[src/rtl/score_keeper_team2.sv]
// -----------------------------------------------------------------------------
// score_keeper_team2
//   Score and match-state keeper for team 2. Event levels from the collision
//   logic are turned into one-cycle edges. These edges drive a saturating binary
//   score and a three-state match FSM (idle / playing / finished). The score
//   display stage downstream reads o_score and o_playing_reg.
//
// Ports
//   i_clk            system clock, rising edge
//   i_rst_n          asynchronous active-low reset
//   i_start_btn      async level, rising edge starts/restarts a match
//   i_goal_hit       async level, rising edge is a quaffle goal
//   i_snitch_caught  async level, rising edge is a team-2 snitch catch
//   i_opp_game_over  synchronous level from team-1 keeper (opponent snitch)
//   o_score          binary score, 0..SCORE_MAX
//   o_playing_reg    high while a match is in progress
//   o_game_over      high once the match has finished
//   o_snitch_ours    high in finished state when team 2 caught the snitch
//   o_score_pulse    one-cycle strobe coinciding with a scoring update
// -----------------------------------------------------------------------------
module score_keeper_team2 #(
    parameter int unsigned GOAL_POINTS   = 10,
    parameter int unsigned SNITCH_POINTS = 150,
    parameter int unsigned SCORE_MAX     = 999,
    // Must be at least 1; the counter reloads with GOAL_HOLDOFF-1.
    parameter int unsigned GOAL_HOLDOFF  = 25000000
) (
    input  logic        i_clk,
    input  logic        i_rst_n,
    input  logic        i_start_btn,
    input  logic        i_goal_hit,
    input  logic        i_snitch_caught,
    input  logic        i_opp_game_over,
    output logic [13:0] o_score,
    output logic        o_playing_reg,
    output logic        o_game_over,
    output logic        o_snitch_ours,
    output logic        o_score_pulse
);

    localparam int unsigned HOLD_W = (GOAL_HOLDOFF > 1) ? $clog2(GOAL_HOLDOFF) : 1;
    localparam logic [HOLD_W-1:0] HOLD_LOAD = HOLD_W'(GOAL_HOLDOFF - 1);

    // Arithmetic is carried at 15 bits so the clamp sees the true sum.
    localparam logic [14:0] ADD_GOAL   = 15'(GOAL_POINTS);
    localparam logic [14:0] ADD_SNITCH = 15'(SNITCH_POINTS);
    localparam logic [14:0] ADD_BOTH   = 15'(GOAL_POINTS + SNITCH_POINTS);
    localparam logic [14:0] MAX_15     = 15'(SCORE_MAX);

    // Bit positions inside the conditioning vectors.
    localparam int unsigned IDX_START  = 0;
    localparam int unsigned IDX_GOAL   = 1;
    localparam int unsigned IDX_SNITCH = 2;

    typedef enum logic [1:0] {
        StIdle     = 2'd0,
        StPlaying  = 2'd1,
        StFinished = 2'd2
    } state_e;

    // ------------------------------------------------------------------
    // Input conditioning: two-flop synchronizer plus delay flop per input
    // ------------------------------------------------------------------
    logic [2:0] w_async_in;
    logic [2:0] r_sync1;
    logic [2:0] r_sync2;
    logic [2:0] r_dly;
    logic [2:0] w_edge;

    assign w_async_in = {i_snitch_caught, i_goal_hit, i_start_btn};

    always_ff @(posedge i_clk or negedge i_rst_n) begin
        if (!i_rst_n) begin
            r_sync1 <= '0;
            r_sync2 <= '0;
            r_dly   <= '0;
        end else begin
            r_sync1 <= w_async_in;
            r_sync2 <= r_sync1;
            r_dly   <= r_sync2;
        end
    end

    assign w_edge = r_sync2 & ~r_dly;

    logic w_start_edge;
    logic w_goal_edge;
    logic w_snitch_edge;

    assign w_start_edge  = w_edge[IDX_START];
    assign w_goal_edge   = w_edge[IDX_GOAL];
    assign w_snitch_edge = w_edge[IDX_SNITCH];

    // ------------------------------------------------------------------
    // State registers
    // ------------------------------------------------------------------
    state_e            r_state;
    state_e            w_state_nxt;
    logic [13:0]       r_score;
    logic [13:0]       w_score_nxt;
    logic [HOLD_W-1:0] r_holdoff;
    logic [HOLD_W-1:0] w_holdoff_nxt;
    logic              r_snitch_ours;
    logic              w_snitch_ours_nxt;
    logic              r_score_pulse;
    logic              w_score_pulse_nxt;

    always_ff @(posedge i_clk or negedge i_rst_n) begin
        if (!i_rst_n) begin
            r_state       <= StIdle;
            r_score       <= '0;
            r_holdoff     <= '0;
            r_snitch_ours <= 1'b0;
            r_score_pulse <= 1'b0;
        end else begin
            r_state       <= w_state_nxt;
            r_score       <= w_score_nxt;
            r_holdoff     <= w_holdoff_nxt;
            r_snitch_ours <= w_snitch_ours_nxt;
            r_score_pulse <= w_score_pulse_nxt;
        end
    end

    // ------------------------------------------------------------------
    // Scoring arithmetic
    // ------------------------------------------------------------------
    logic        w_goal_ok;
    logic [14:0] w_add;
    logic [14:0] w_sum;
    logic [13:0] w_sat;

    // A goal edge only counts once the holdoff window has drained.
    assign w_goal_ok = w_goal_edge && (r_holdoff == '0);

    always_comb begin
        w_add = '0;
        if (w_snitch_edge) begin
            w_add = w_goal_ok ? ADD_BOTH : ADD_SNITCH;
        end else if (w_goal_ok) begin
            w_add = ADD_GOAL;
        end
    end

    assign w_sum = {1'b0, r_score} + w_add;
    assign w_sat = (w_sum > MAX_15) ? MAX_15[13:0] : w_sum[13:0];

    // ------------------------------------------------------------------
    // Next-state logic
    // ------------------------------------------------------------------
    always_comb begin
        w_state_nxt       = r_state;
        w_score_nxt       = r_score;
        w_holdoff_nxt     = (r_holdoff != '0) ? (r_holdoff - 1'b1) : '0;
        w_snitch_ours_nxt = r_snitch_ours;
        w_score_pulse_nxt = 1'b0;

        case (r_state)
            StIdle: begin
                if (w_start_edge) begin
                    w_state_nxt       = StPlaying;
                    w_score_nxt       = '0;
                    w_holdoff_nxt     = '0;
                    w_snitch_ours_nxt = 1'b0;
                end
            end

            StPlaying: begin
                if (w_start_edge) begin
                    // Restart beats any scoring edge arriving in the same cycle.
                    w_score_nxt       = '0;
                    w_holdoff_nxt     = '0;
                    w_snitch_ours_nxt = 1'b0;
                end else if (w_snitch_edge) begin
                    // Our snitch wins over a simultaneous opponent game-over.
                    w_state_nxt       = StFinished;
                    w_score_nxt       = w_sat;
                    w_snitch_ours_nxt = 1'b1;
                    w_score_pulse_nxt = 1'b1;
                end else if (i_opp_game_over) begin
                    w_state_nxt       = StFinished;
                    w_snitch_ours_nxt = 1'b0;
                end else if (w_goal_ok) begin
                    w_score_nxt       = w_sat;
                    w_holdoff_nxt     = HOLD_LOAD;
                    w_score_pulse_nxt = 1'b1;
                end
            end

            StFinished: begin
                w_holdoff_nxt = '0;
                if (w_start_edge) begin
                    w_state_nxt       = StPlaying;
                    w_score_nxt       = '0;
                    w_snitch_ours_nxt = 1'b0;
                end
            end

            default: begin
                w_state_nxt   = StIdle;
                w_score_nxt   = '0;
                w_holdoff_nxt = '0;
            end
        endcase
    end

    // ------------------------------------------------------------------
    // Outputs, all taken straight from registers
    // ------------------------------------------------------------------
    assign o_score       = r_score;
    assign o_playing_reg = (r_state == StPlaying);
    assign o_game_over   = (r_state == StFinished);
    assign o_snitch_ours = r_snitch_ours;
    assign o_score_pulse = r_score_pulse;

endmodule

[config.mk]
export PLATFORM = sky130hd
export DESIGN_NAME = score_keeper_team2
export DESIGN_NICKNAME = d
export VERILOG_FILES = /design/src/rtl/score_keeper_team2.sv
export SDC_FILE = /design/constraint.sdc
export NUM_CORES = 1
export LEC_CHECK = 0
export ABC_CLOCK_PERIOD_IN_PS = 4490
export CAP_MARGIN = 20
export CORE_MARGIN = 2
export CORE_UTILIZATION = 38
export CTS_CLUSTER_SIZE = 12
export DETAILED_ROUTE_END_ITERATION = 12
export GPL_ROUTABILITY_DRIVEN = 0
export SKIP_LAST_GASP = 1
export SYNTH_ARGS = -nofsm -noshare
export SYNTH_HDL_FRONTEND = slang
export SYNTH_SLANG_ARGS = --single-unit
[constraint.sdc]
create_clock -name i_clk -period 4.49 [get_ports i_clk]
set_clock_uncertainty 0.15 [all_clocks]
set_input_delay 0.449 -clock i_clk [delete_from_list [all_inputs] [get_ports i_clk]]
set_output_delay 0.449 -clock i_clk [all_outputs]
set_load 0.02 [all_outputs]
# [Word-level counts from Yosys, hierarchy flattened]
# Cells that the tools add are included.
[word_totals] ff_bits=52 output_inout_bits=18 in_bits=6 word_cells=62
[op_classes] add_sub_neg=2 bitwise_logic=2 muxes=32 magnitude_cmp=1 eq_ne=8 reduce_logical=9
[ops] op="two-way mux 25 bit" count=6
[ops] op="two-way mux 14 bit" count=6
[ops] op="case mux 25 bit (2 select lines)" count=1
[ops] op="case mux 14 bit (2 select lines)" count=1
[ops] op="logical NOT 25 bit" count=1
[ops] op="nonzero test 25 bit" count=1
[ops] op="subtractor 25 x 1 -> 25 bit, second input constant" count=1
[ops] op="adder 14 x 15 -> 15 bit" count=1
[ops] op="greater-than comparator 15 x 10 -> 1 bit, second input constant" count=1
[ops] op="two-way mux 15 bit" count=1
[ops] op="two-way mux 1 bit" count=9
[ops] op="AND reduction 3 bit" count=3
[ops] op="two-way mux 2 bit" count=4
[ops] op="inequality test 4 x 2 -> 1 bit, second input constant" count=2
[ops] op="two-way mux 6 bit" count=1
[ops] op="two-way mux 4 bit" count=1
[ops] op="inequality test 4 x 1 -> 1 bit, second input constant" count=1
[ops] op="case mux 2 bit (2 select lines)" count=1
[ops] op="AND 3 bit" count=1
[ops] op="inequality test 3 x 2 -> 1 bit, second input constant" count=1
[ops] op="NOT 3 bit" count=1
[ops] op="== test 2 x 1 -> 1 bit, second input constant" count=1
[ops] op="== test 2 bit, second input constant" count=1
[ops] op="logical NOT 2 bit" count=1
[ops] op="6 further kinds" count=6

# [Longest topological paths before layout]
# Gate-level depths: netlist of run 1.
[depth] word_depth=13 depth_mapped=19 depth_no_buf=17

# [Worst setup path before layout of run 1]
# Ideal clock, no wire load.
[synth_path] path_kind="register to register" from="register r_holdoff[16]" to="register r_score[4] (netlist: o_score[4])" setup_ns=0.121 required_ns=4.219 period_less_slack_ns=4.438 slack_ns=0.052 t_arrival_ns=4.167 stages_incl_launch_ff=16 path_cell_list="dfrtp_1 or4_4 nor4_4 nand2b_1 or2_1 or4_1 ha_1 ha_1 mux2_4 a211o_1 a21oi_2 xnor2_1 a311oi_1 o211a_1 a31o_1 a22o_1"
[synth_between] elab_chain_len=12 elab_cells_between_ends=15 cone_classes="add/sub (1); order compare (1); eq/ne (1); mux (9); reduce/logical (3)"
[synth_rtl] element="start: declaration" line="101" source="logic [HOLD_W-1:0] r_holdoff;"
[synth_rtl] element="start signal: assignment" line="118" source="r_holdoff <= w_holdoff_nxt;"
[synth_rtl] element="logical NOT 25 bit (*)" line="133" source="assign w_goal_ok = w_goal_edge && (r_holdoff == '0);"
[synth_rtl] element="logical AND 1 bit (*)" line="133"
[synth_rtl] element="two-way mux 4 bit / two-way mux 6 bit (equally long branches)" line="139, 138"
[synth_rtl] element="two-way mux 15 bit" line="137" source="if (w_snitch_edge) begin"
[synth_rtl] element="adder 14 x 15 -> 15 bit" line="144" source="assign w_sum = {1'b0, r_score} + w_add;"
[synth_rtl] element="greater-than comparator 15 x 10 -> 1 bit" line="145" source="assign w_sat = (w_sum > MAX_15) ? MAX_15[13:0] : w_sum[13:0];"
[synth_rtl] element="two-way mux 14 bit" line="145"
[synth_rtl] element="two-way mux 14 bit" line="182" source="end else if (w_goal_ok) begin"
[synth_rtl] element="two-way mux 14 bit" line="179" source="end else if (i_opp_game_over) begin"
[synth_rtl] element="two-way mux 14 bit" line="173" source="end else if (w_snitch_edge) begin"
[synth_rtl] element="two-way mux 14 bit" line="168" source="if (w_start_edge) begin"
[synth_rtl] element="case mux 14 bit (2 select lines)" line="157" source="case (r_state)"
[synth_rtl] element="end signal: assignment" line="117" source="r_score <= w_score_nxt;"
[synth_rtl] element="end: declaration" line="99" source="logic [13:0] r_score;"
# Every way passes the cells marked *; elsewhere a longest branch is shown, timed or not. The select of a mux whose other input is x is not followed.
# A chain may end at the register's enable or synchronous reset.

# [Worst setup path after layout of run 1]
# Ends and elaborated chain as after synthesis.

==> metrics.csv, run 1 <==
metric,value,unit
post-synthesis mux area share,0.498,%
sequential cell area,0.00130,mm^2
number of fill cells,712,
CTS tree,yes,
power share of the sequential group,36.4,%
grt ovf,0,
violated checks,negative setup slack,
maximum vdd ir drop,0.389,mV
achievable frequency,221,MHz
fin. max-slew vios,0,
largest net degree at the start of global routing,53,
Die Ht,93.1,um
met2 Use GR,26.9,%
share of layout cells above drive strength 1,23.7,%
vias,2582,
Vias/cell,5.51,
gr usage total,17.1,%
final hold vios,0,
crit-path max FO,5,
H-tree depth,2,
Simple-Gate Fraction of Synth Area,20.7,%
setup ws final,-39.3,ps
clock-pin slew on the worst setup and hold paths,100,ps
later-pin clock latency in the skew report,310,ps
Period minus WS final,4530,ps
critical path arrival,4580,ps
drt total wl,7150,um
DRT iter0 DRCs,139,
Layout area overhead,26.7,%
RSZ-0062 raised after global routing,true,
nets,383,
final setup vio count,6,
post-synthesis adder-cell area fraction,4.56,%
Switching Fraction,39.7,%
Combinational Power Share,49.6,%
post-synth top area cell,dfrtp_1,
post-layout util,49.5,%
Clock Sink Count,52,
post-synth top area share,43.1,%
top_reg_cell synth,dfrtp_1,
MaxCap Viol Count,0,
I/O Buffers,23,
Initial Util,39.1,%
Yosys reg bits,52,
Final Instance Area,0.00382,mm^2
Slew HR,49.9,%
die area,0.00867,mm^2
cts hold-fix bufs,0,
Hold Crit Class,primary input to async pin,
"Distinct cells, synth",61,
ANT nets after route,0,
initial antenna violation count,0,
Compound-Gate Fraction of Synth Area,19.9,%
clock power share,14.1,%
Area contributors post-synth,"dfrtp_1 (43%), ha_1 (4.6%), xnor2_1 (4.1%)",
largest family of logic cells by synthesized area,simple AND/OR/NAND/NOR gates,
Worst-Margin Slew,749,ps
Synth Instances,317,
Yosys warning count,0,
multi-input logic area,0.00178,mm^2
Setup CP Type,flop to flop,
Post-Synth XOR/XNOR Area,7.55,%
number of flops mapped to enable cells by yosys,0,
first-pass iteration count of the detailed router,4,
diode count,0,
NetSw,0.000780,W
Non-Filler Instances,469,
row cnt,32,
total negative slack,-104,ps
global routing's busiest layer,met2,
CP endpoint kind,flop,
DRC,0,
CTS root buf,clkbuf_8,
synthesized area,0.00302,mm^2
GR Layer Usage met3,2.58,%
CTS max path bufs,2,
placed cell areas,0.00349,mm^2
M1 GR Usage,24.1,%
total CTS buffers,5,
IO Pins,24,
post-DR wirelength/cell,15.2,um
Setup WS pre-CTS,-197,ps
Syn Nets,334,
period utilisation layout,101,%
placed cells,454,
first-pass GRT wire length,12000,um
async set or reset register ratio after synthesis,100,%
P per Cell Area,514,mW/mm^2
status,"complete, but fails checks",
core footprint,0.00773,mm^2
number of global-route vias before repair,2473,
Startpoint Class,flop,
"top cells by count, synth","dfrtp_1 (52), nor2_1 (28), nand2_1 (24), o21ai_0 (19), a21oi_1 (18)",
top-count cell post-synth,dfrtp_1,
dpl hpwl,4810,um
Leakage,1.62,nW
Worst Path Required,4540,ps
Die W,93.1,um
sequential share of the synthesized area,43.1,%
average size of a mapped cell,9.52,um^2
Internal,0.00119,W
logic make-up (layout without fill, tap and decap cells):
| family | count (synthesis) | count (layout) |
|---|---|---|
| xor+xnor | 26 | 26 |
| simple gates | 118 | 118 |
| fa+ha+maj | 11 | 11 |
| mux | 1 | 1 |
| flops | 52 | 52 |
| buf+inv | 22 | 72 |
| compound gates | 87 | 87 |
layer usage:
metal / up-vias / routed length [um] / part of all wire [%]
met3: 15 / 282 / 3.9
met4: 0 / 152 / 2.1
li1: 1239 / - / -
met2: 70 / 3310 / 46
met1: 1258 / 3410 / 48
met5: - / 0 / 0
state kept, by name (all words and copies together), names as in the netlist:
register,count
o_snitch_ours,1
r_state,2
r_sync2,3
r_holdoff,25
o_score,14
r_dly,3
o_score_pulse,1
r_sync1,3
cell type report:
cell class / instances / share of cell area [%]
inverter: 7 / 0.687
clock buffer: 5 / 1.80
tap: 102 / 3.34
sequential: 52 / 34.0
timing repair buffer: 57 / 13.1
clock inverter: 3 / 0.589
multi-input combinational: 243 / 46.5
worst paths after layout:
path / cells past startpoint / slack (ps) / start / end
max: 17 / -40 / r_holdoff[16] / o_score[4]
min: 2 / 90 / i_rst_n / o_score[3]
max reg2reg: 17 / -40 / r_holdoff[16] / o_score[4]
min reg2reg: 0 / 210 / r_sync1[0] / r_sync2[0]
max in group asynchronous: 2 / 3670 / i_rst_n / o_score[8]
min in group i_clk: 0 / 210 / r_sync1[0] / r_sync2[0]
stage by stage:
step,total power (W),hold WS [ps]
2_1_floorplan,0.00134,3.41
3_3_place_gp,0.00160,183
3_5_place_dp,0.00162,185
4_1_cts,0.00193,119
5_1_grt,0.00213,145
6_report,0.00197,87.3
repair_timing:
action                                  CTS  global route
pin swaps                                14            17
buffers inserted                          4             4
gates resized for setup                  26            13
endpoints found under the setup margin    9            10
power groups by stage:
stage / combinational (W) / clock, W / sequential [W]
2_1_floorplan: 0.000632 / 0 / 0.000707
3_5_place_dp: 0.000898 / 0 / 0.000717
3_3_place_gp: 0.000887 / 0 / 0.000715
5_1_grt: 0.00109 / 0.000302 / 0.000736
4_1_cts: 0.000936 / 0.000282 / 0.000714
6_report: 0.000974 / 0.000276 / 0.000715
worst max-delay path, stage by stage (launching register included):
cell and delay [ps]:
dfrtp_1 390, or4_4 560, nor4_4 170, nand2b_1 90, or2_1 230, or4_4 560, buf_6 150, ha_4 150
xor2_1 150, ha_2 230, a211oi_2 60, or3_4 420, a21oi_4 140, a41o_1 180, o211ai_1 90, o211a_1 280
a31o_1 220, a22o_1 200
cells in the final DEF (no fill, tap or decap), types with 3 or more instances in the layout:
master	n
a21o_1	3
a21oi_1	13
a21oi_2	3
a21oi_4	3
a31oi_1	6
and2_1	3
and3_1	4
buf_4	29
buf_6	5
clkbuf_8	5
clkdlybuf4s50_1	22
dfrtp_1	52
ha_1	5
ha_4	5
inv_1	6
nand2_1	24
nand2b_1	6
nand3_1	11
nor2_1	28
nor2b_1	7
nor3_1	13
nor4_1	5
o21ai_0	16
o21ai_1	4
o21ai_2	11
xnor2_1	14
xor2_1	12
Note: power is estimated with default switching activity, not from simulation.
==> run 2: changes to the inputs <==
--- a/config.mk
+++ b/config.mk
@@ -5,13 +5,14 @@
 export SDC_FILE = /design/constraint.sdc
 export NUM_CORES = 1
 export LEC_CHECK = 0
-export ABC_CLOCK_PERIOD_IN_PS = 4490
+export ABC_CLOCK_PERIOD_IN_PS = 4500
 export CAP_MARGIN = 20
 export CORE_MARGIN = 2
 export CORE_UTILIZATION = 38
 export CTS_CLUSTER_SIZE = 12
 export DETAILED_ROUTE_END_ITERATION = 12
 export GPL_ROUTABILITY_DRIVEN = 0
+export PLACE_DENSITY = 0.56
 export SKIP_LAST_GASP = 1
 export SYNTH_ARGS = -nofsm -noshare
 export SYNTH_HDL_FRONTEND = slang
==> constraint.sdc (replaced) <==
create_clock -name i_clk -period 4.5 [get_ports i_clk]
set_clock_uncertainty 0.15 [all_clocks]
set_input_delay 0.45 -clock i_clk [delete_from_list [all_inputs] [get_ports i_clk]]
set_output_delay 0.45 -clock i_clk [all_outputs]
set_load 0.02 [all_outputs]
==> metrics.csv, run 2 (same netlist as run 1, synthesis figures left out) <==
metric,value,unit,change
status,"finished, final reports clean",,
Combinational Power Share,47.8,%,-1.8 points
maximum vdd ir drop,0.324,mV,-17%
DRT iter0 DRCs,143,,+2.9%
share of layout cells above drive strength 1,22.3,%,-1.4 points
placed cell areas,0.00350,mm^2,+0.43%
I/O Buffers,23,,unchanged
Clock Sink Count,52,,unchanged
CP endpoint kind,flop,,
power share of the sequential group,35.0,%,-1.4 points
RSZ-0062 raised after global routing,true,,
"commonest non-fill, non-tap cells in the layout","dfrtp_1 (52), buf_4 (34), nor2_1 (28)",,
clock power share,17.1,%,+3.0 points
Startpoint Class,flop,,
drt total wl,6840,um,-4.4%
achievable frequency,227,MHz,+2.9%
Period minus WS final,4400,ps,-126 ps
CTS root buf,clkbuf_8,,
Switching Fraction,37.2,%,-2.5 points
post-layout util,49.1,%,-0.37 points
Internal,0.00128,W,+7.6%
CTS max path bufs,2,,unchanged
MaxCap Viol Count,0,,unchanged
"most common cell after layout, fill and taps aside",dfrtp_1,,
Initial Util,39.1,%,unchanged
P per Cell Area,536,mW/mm^2,+4.1%
Final Instance Area,0.00379,mm^2,-0.75%
IO Pins,24,,unchanged
dpl hpwl,4690,um,-2.5%
total CTS buffers,5,,unchanged
diode count,0,,unchanged
Worst Path Required,4550,ps,about the same
Die Ht,93.1,um,unchanged
grt ovf,0,,unchanged
fin. max-slew vios,0,,unchanged
final setup vio count,0,,-6
critical path arrival,4450,ps,-130 ps
DRC,0,,unchanged
Setup CP Type,flop to flop,,
Hold Crit Class,primary input to async pin,,
clock-pin slew on the worst setup and hold paths,90,ps,about the same
crit-path max FO,7,,+2
total negative slack,0,ps,+104 ps
Slew HR,50.1,%,+0.21 points
number of global-route vias before repair,2311,,-6.6%
first-pass GRT wire length,11200,um,-6.3%
gr usage total,16.1,%,-1.0 points
period utilisation layout,97.8,%,-3.0 points
placed cells,456,,+0.44%
vias,2486,,-3.7%
first-pass iteration count of the detailed router,5,,+1
post-DR wirelength/cell,14.6,um,-4.4%
Vias/cell,5.30,,-3.7%
Die W,93.1,um,unchanged
NetSw,0.000755,W,-3.1%
final hold vios,0,,unchanged
core footprint,0.00773,mm^2,unchanged
row cnt,32,,unchanged
nets,383,,unchanged
ANT nets after route,0,,unchanged
die area,0.00867,mm^2,unchanged
Top reg by flops,r_holdoff,,
initial antenna violation count,0,,unchanged
Worst-Margin Slew,746,ps,-3.11 ps
Leakage,1.63,nW,+0.51%
largest net degree at the start of global routing,53,,unchanged
Non-Filler Instances,469,,unchanged
CTS tree,yes,,
max FFs per register,25,,unchanged
cts hold-fix bufs,0,,unchanged
Layout area overhead,25.7,%,
H-tree depth,2,,unchanged
later-pin clock latency in the skew report,300,ps,about the same
-- run 2: worst paths after layout --
check,end,slack [ps],from,cells past startpoint
worst min register to register,r_sync2[0],200,r_sync1[0],0
min in group i_clk,r_sync2[0],200,r_sync1[0],0
max in group asynchronous,r_holdoff[8],3660,i_rst_n,2
worst min-delay path,r_dly[2],100,i_rst_n,2
worst max register to register,o_score[4],100,r_holdoff[16],16
worst max-delay path,o_score[4],100,r_holdoff[16],16
-- run 2: worst max-delay path, stage by stage, from the launching register on --
cell and delay [ps]:
dfrtp_1 390, or4_4 550, nor4_4 160, nand2b_1 90, or2_1 220, or4_4 480, ha_2 230, xor2_2 220
ha_4 190, a211oi_2 50, or3_4 410, a21oi_2 150, a41o_1 190, o211ai_1 100, o211a_4 290, a31o_1 210
a22o_1 220
-- run 2: layout make-up --
cell class	instances	area, um^2
clock buffers	7	96.3
clock inverters	1	30.0
fillers	710	3930
inverters	7	26.3
multi-input cells	243	1730
flip-flops and latches	52	1300
well taps	102	128
repair buffers	57	480
-- run 2: timing repair --
action | in CTS | in global routing
buffers inserted | 0 | 5
endpoints found under the setup margin | 10 | 9
hold endpoints to repair | 0 | 0
pin swaps | 3 | 7
gates resized for setup | 9 | 17
-- run 2: layer usage --
| layer | global-route usage [%] | share of wire [%] | up-vias |
|---|---|---|---|
| met5 | 0 | 0 | - |
| met3 | 2.66 | 3.2 | 5 |
| met2 | 24.8 | 45 | 49 |
| met4 | 4.41 | 0.99 | 0 |
| met1 | 23.5 | 51 | 1198 |
| li1 | - | - | 1234 |
-- run 2: metrics by stage --
step	total power, W	hold WS [ps]	worst slack, ps
after CTS	0.00199	123	62.7
final	0.00203	96.5	97.2
after detailed placement	0.00161	188	-266
after global routing	0.00219	158	-96.0
after global placement	0.00161	185	-164
after floorplan	0.00134	4.41	62.1
-- run 2: power by group through the flow --
stage | Combinational [W] | Clock [W] | Sequential, W
after floorplan | 0.000631 | 0 | 0.000706
after global placement | 0.000896 | 0 | 0.000714
after detailed placement | 0.000895 | 0 | 0.000716
after CTS | 0.000917 | 0.000362 | 0.000710
after global routing | 0.00108 | 0.000379 | 0.000729
final | 0.000972 | 0.000348 | 0.000712
==> run 3: changes to the inputs <==
--- a/config.mk
+++ b/config.mk
@@ -5,14 +5,15 @@
 export SDC_FILE = /design/constraint.sdc
 export NUM_CORES = 1
 export LEC_CHECK = 0
+export ABC_AREA = 1
 export ABC_CLOCK_PERIOD_IN_PS = 4500
 export CAP_MARGIN = 20
 export CORE_MARGIN = 2
-export CORE_UTILIZATION = 38
+export CORE_UTILIZATION = 58
 export CTS_CLUSTER_SIZE = 12
 export DETAILED_ROUTE_END_ITERATION = 12
 export GPL_ROUTABILITY_DRIVEN = 0
-export PLACE_DENSITY = 0.56
+export PLACE_DENSITY = 0.79
 export SKIP_LAST_GASP = 1
 export SYNTH_ARGS = -nofsm -noshare
 export SYNTH_HDL_FRONTEND = slang
==> metrics.csv, run 3 <==
metric,value,unit,change
post-synth top area share,43.2,%,+0.11 points
Area contributors post-synth,"dfrtp_1 (43%), nand2_1 (12%), inv_1 (6.2%)",,
Period minus WS final,4100,ps,-306 ps
total CTS buffers,5,,unchanged
DRC,0,,unchanged
Yosys reg bits,52,,unchanged
Clock Sink Count,52,,unchanged
diode count,0,,unchanged
share of layout cells above drive strength 1,10.1,%,-12 points
depth of the most critical reg-to-reg path,32,,+16
CTS root buf,clkbuf_8,,
Worst-Margin Slew,825,ps,+79.0 ps
placed cells,475,,+4.2%
status,"finished, final reports clean",,
total negative slack,0,ps,unchanged
row cnt,26,,-19%
first-pass iteration count of the detailed router,4,,-1
"top cells by count, synth","nand2_1 (98), dfrtp_1 (52), inv_1 (50), nor2_1 (48), o21ai_0 (24)",,
initial antenna violation count,0,,unchanged
core footprint,0.00504,mm^2,-35%
synthesized area,0.00301,mm^2,-0.25%
"most common cell after layout, fill and taps aside",nand2_1,,
crit-path max cell delay,390,ps,-160 ps
grt ovf,0,,unchanged
Hold Crit Class,primary input to async pin,,
Top reg by flops,r_holdoff,,
MaxCap Viol Count,0,,unchanged
"Slowest-stage cell, CP",dfrtp_1,,
drt total wl,5890,um,-14%
later-pin clock latency in the skew report,310,ps,about the same
DRT iter0 DRCs,189,,+32%
max FFs per register,25,,unchanged
CTS tree,yes,,
number of global-route vias before repair,2414,,+4.5%
reg2reg setup slack,400,ps,+310 ps
largest net degree at the start of global routing,53,,unchanged
RSZ-0062 raised after global routing,false,,
nets,431,,+13%
CP endpoint kind,flop,,
die area,0.00578,mm^2,-33%
top-count cell post-synth,nand2_1,,
post-synth top area cell,dfrtp_1,,
Layout area overhead,15.2,%,
Slew HR,44.9,%,-5.2 points
Yosys warning count,0,,unchanged
dpl hpwl,4400,um,-6.2%
achievable frequency,244,MHz,+7.5%
average size of a mapped cell,7.86,um^2,-17%
Die W,76.0,um,-18%
maximum vdd ir drop,0.364,mV,+12%
Leakage,1.75,nW,+7.6%
placed cell areas,0.00332,mm^2,-5.4%
number of flops mapped to enable cells by yosys,0,,unchanged
first-pass GRT wire length,10400,um,-7.5%
clock-pin slew on the worst setup and hold paths,100,ps,about the same
"Distinct cells, synth",31,,-49%
multi-input logic area,0.00151,mm^2,-13%
IO Pins,24,,unchanged
Die Ht,76.0,um,-18%
final setup vio count,0,,unchanged
sequential share of the synthesized area,43.2,%,+0.11 points
Worst Path Required,4550,ps,about the same
CTS max path bufs,2,,unchanged
critical path arrival,4150,ps,-300 ps
gr usage total,22.0,%,+5.9 points
sequential cell area,0.00130,mm^2,unchanged
Startpoint Class,flop,,
period utilisation layout,91.0,%,-6.8 points
"commonest non-fill, non-tap cells in the layout","nand2_1 (98), dfrtp_1 (52), inv_1 (50)",,
top_reg_cell synth,dfrtp_1,,
number of fill cells,405,,-43%
async set or reset register ratio after synthesis,100,%,unchanged
Non-Filler Instances,485,,+3.4%
final hold vios,0,,unchanged
crit-path max FO,9,,+2
I/O Buffers,23,,unchanged
Final Instance Area,0.00347,mm^2,-8.6%
P per Cell Area,483,mW/mm^2,-9.8%
vias,2507,,+0.84%
ANT nets after route,0,,unchanged
Setup CP Type,flop to flop,,
cell mode on critical path,nand2_1,,
Initial Util,59.7,%,+21 points
H-tree depth,2,,unchanged
Vias/cell,5.17,,-2.5%
end of the worst register-to-register path,o_score[2],,
Synth Instances,383,,+21%
worst r2r src,r_holdoff[0],,
Syn Nets,400,,+20%
fin. max-slew vios,0,,unchanged
post-DR wirelength/cell,12.2,um,-17%
cts hold-fix bufs,0,,unchanged
## run 3: cell types whose count changed after synthesis, sizes merged, moves of 8 or more
cell	before	now
a21oi	19	7
inv	7	51
nand2	24	105
nand3	13	23
nor2	29	56
xnor2	14	6
## run 3: repair_timing
item                       in CTS  in global routing
gates resized for setup         0                  6
setup endpoints to repair       0                  7
setup buffers                   0                  2
## run 3: power breakdown
| part | switching [W] | internal, W |
|---|---|---|
| Clock | 0.000151 | 0.000182 |
| Combinational | 0.000428 | 0.000254 |
| Sequential | 0.0000929 | 0.000567 |
## run 3: per-layer routing
metal	GRT usage, %	vias to the layer above	routed length [um]
met2	38.4	57	2960
met4	7.27	0	55
met3	4.27	7	210
met1	27.7	1160	2670
met5	0	-	0
li1	-	1283	-
## run 3: worst max path at each step
stage	slack, ps	from	endpoint	cells past startpoint
3_3_place_gp	480	r_holdoff[0]	o_score[2]	30
2_1_floorplan	820	r_holdoff[0]	o_score[5]	30
4_1_cts	320	r_holdoff[0]	o_score[2]	32
5_1_grt	10	r_holdoff[0]	o_score[9]	32
3_5_place_dp	330	r_holdoff[0]	o_score[2]	30
6_report	400	r_holdoff[0]	o_score[2]	32
## run 3: cell families (layout without fill, tap and decap cells)
logic type      after synthesis  count (layout)  synth area share (%)
simple gates                206             206                  32.0
buf+inv                      54              86                  7.07
fa+ha+maj                    11              11                  4.57
compound gates               39              39                  7.02
xor+xnor                     21              21                  6.11
flops                        52              52                  43.2
## run 3: layout make-up
cell class,instances,area share [%]
Clock buffer,6,2.38
Clock inverter,2,1.12
Inverter,51,5.52
Multi-Input combinational cell,277,43.6
Sequential cell,52,37.5
Tap cell,70,2.53
Timing Repair Buffer,27,7.36
## run 3: critical path, delay by kind of cell (launching register included)
kind | cells | cell delay, ps
adders and majority gates | 3 | 610
buffers and inverters | 4 | 310
and+or+nand+nor | 24 | 2360
DFF | 1 | 390
AOI/OAI and AO/OA | 1 | 180
## run 3: per-stage QoR
step	setup WS, ps	hold slack [ps]	total power, W	util (%)
after detailed placement	333	185	0.00134	65.8
after global placement	482	182	0.00132	65.8
after global routing	12.2	143	0.00181	68.8
final	403	81.8	0.00168	68.8
after CTS	320	103	0.00168	68.2
after floorplan	821	4.41	0.00119	-
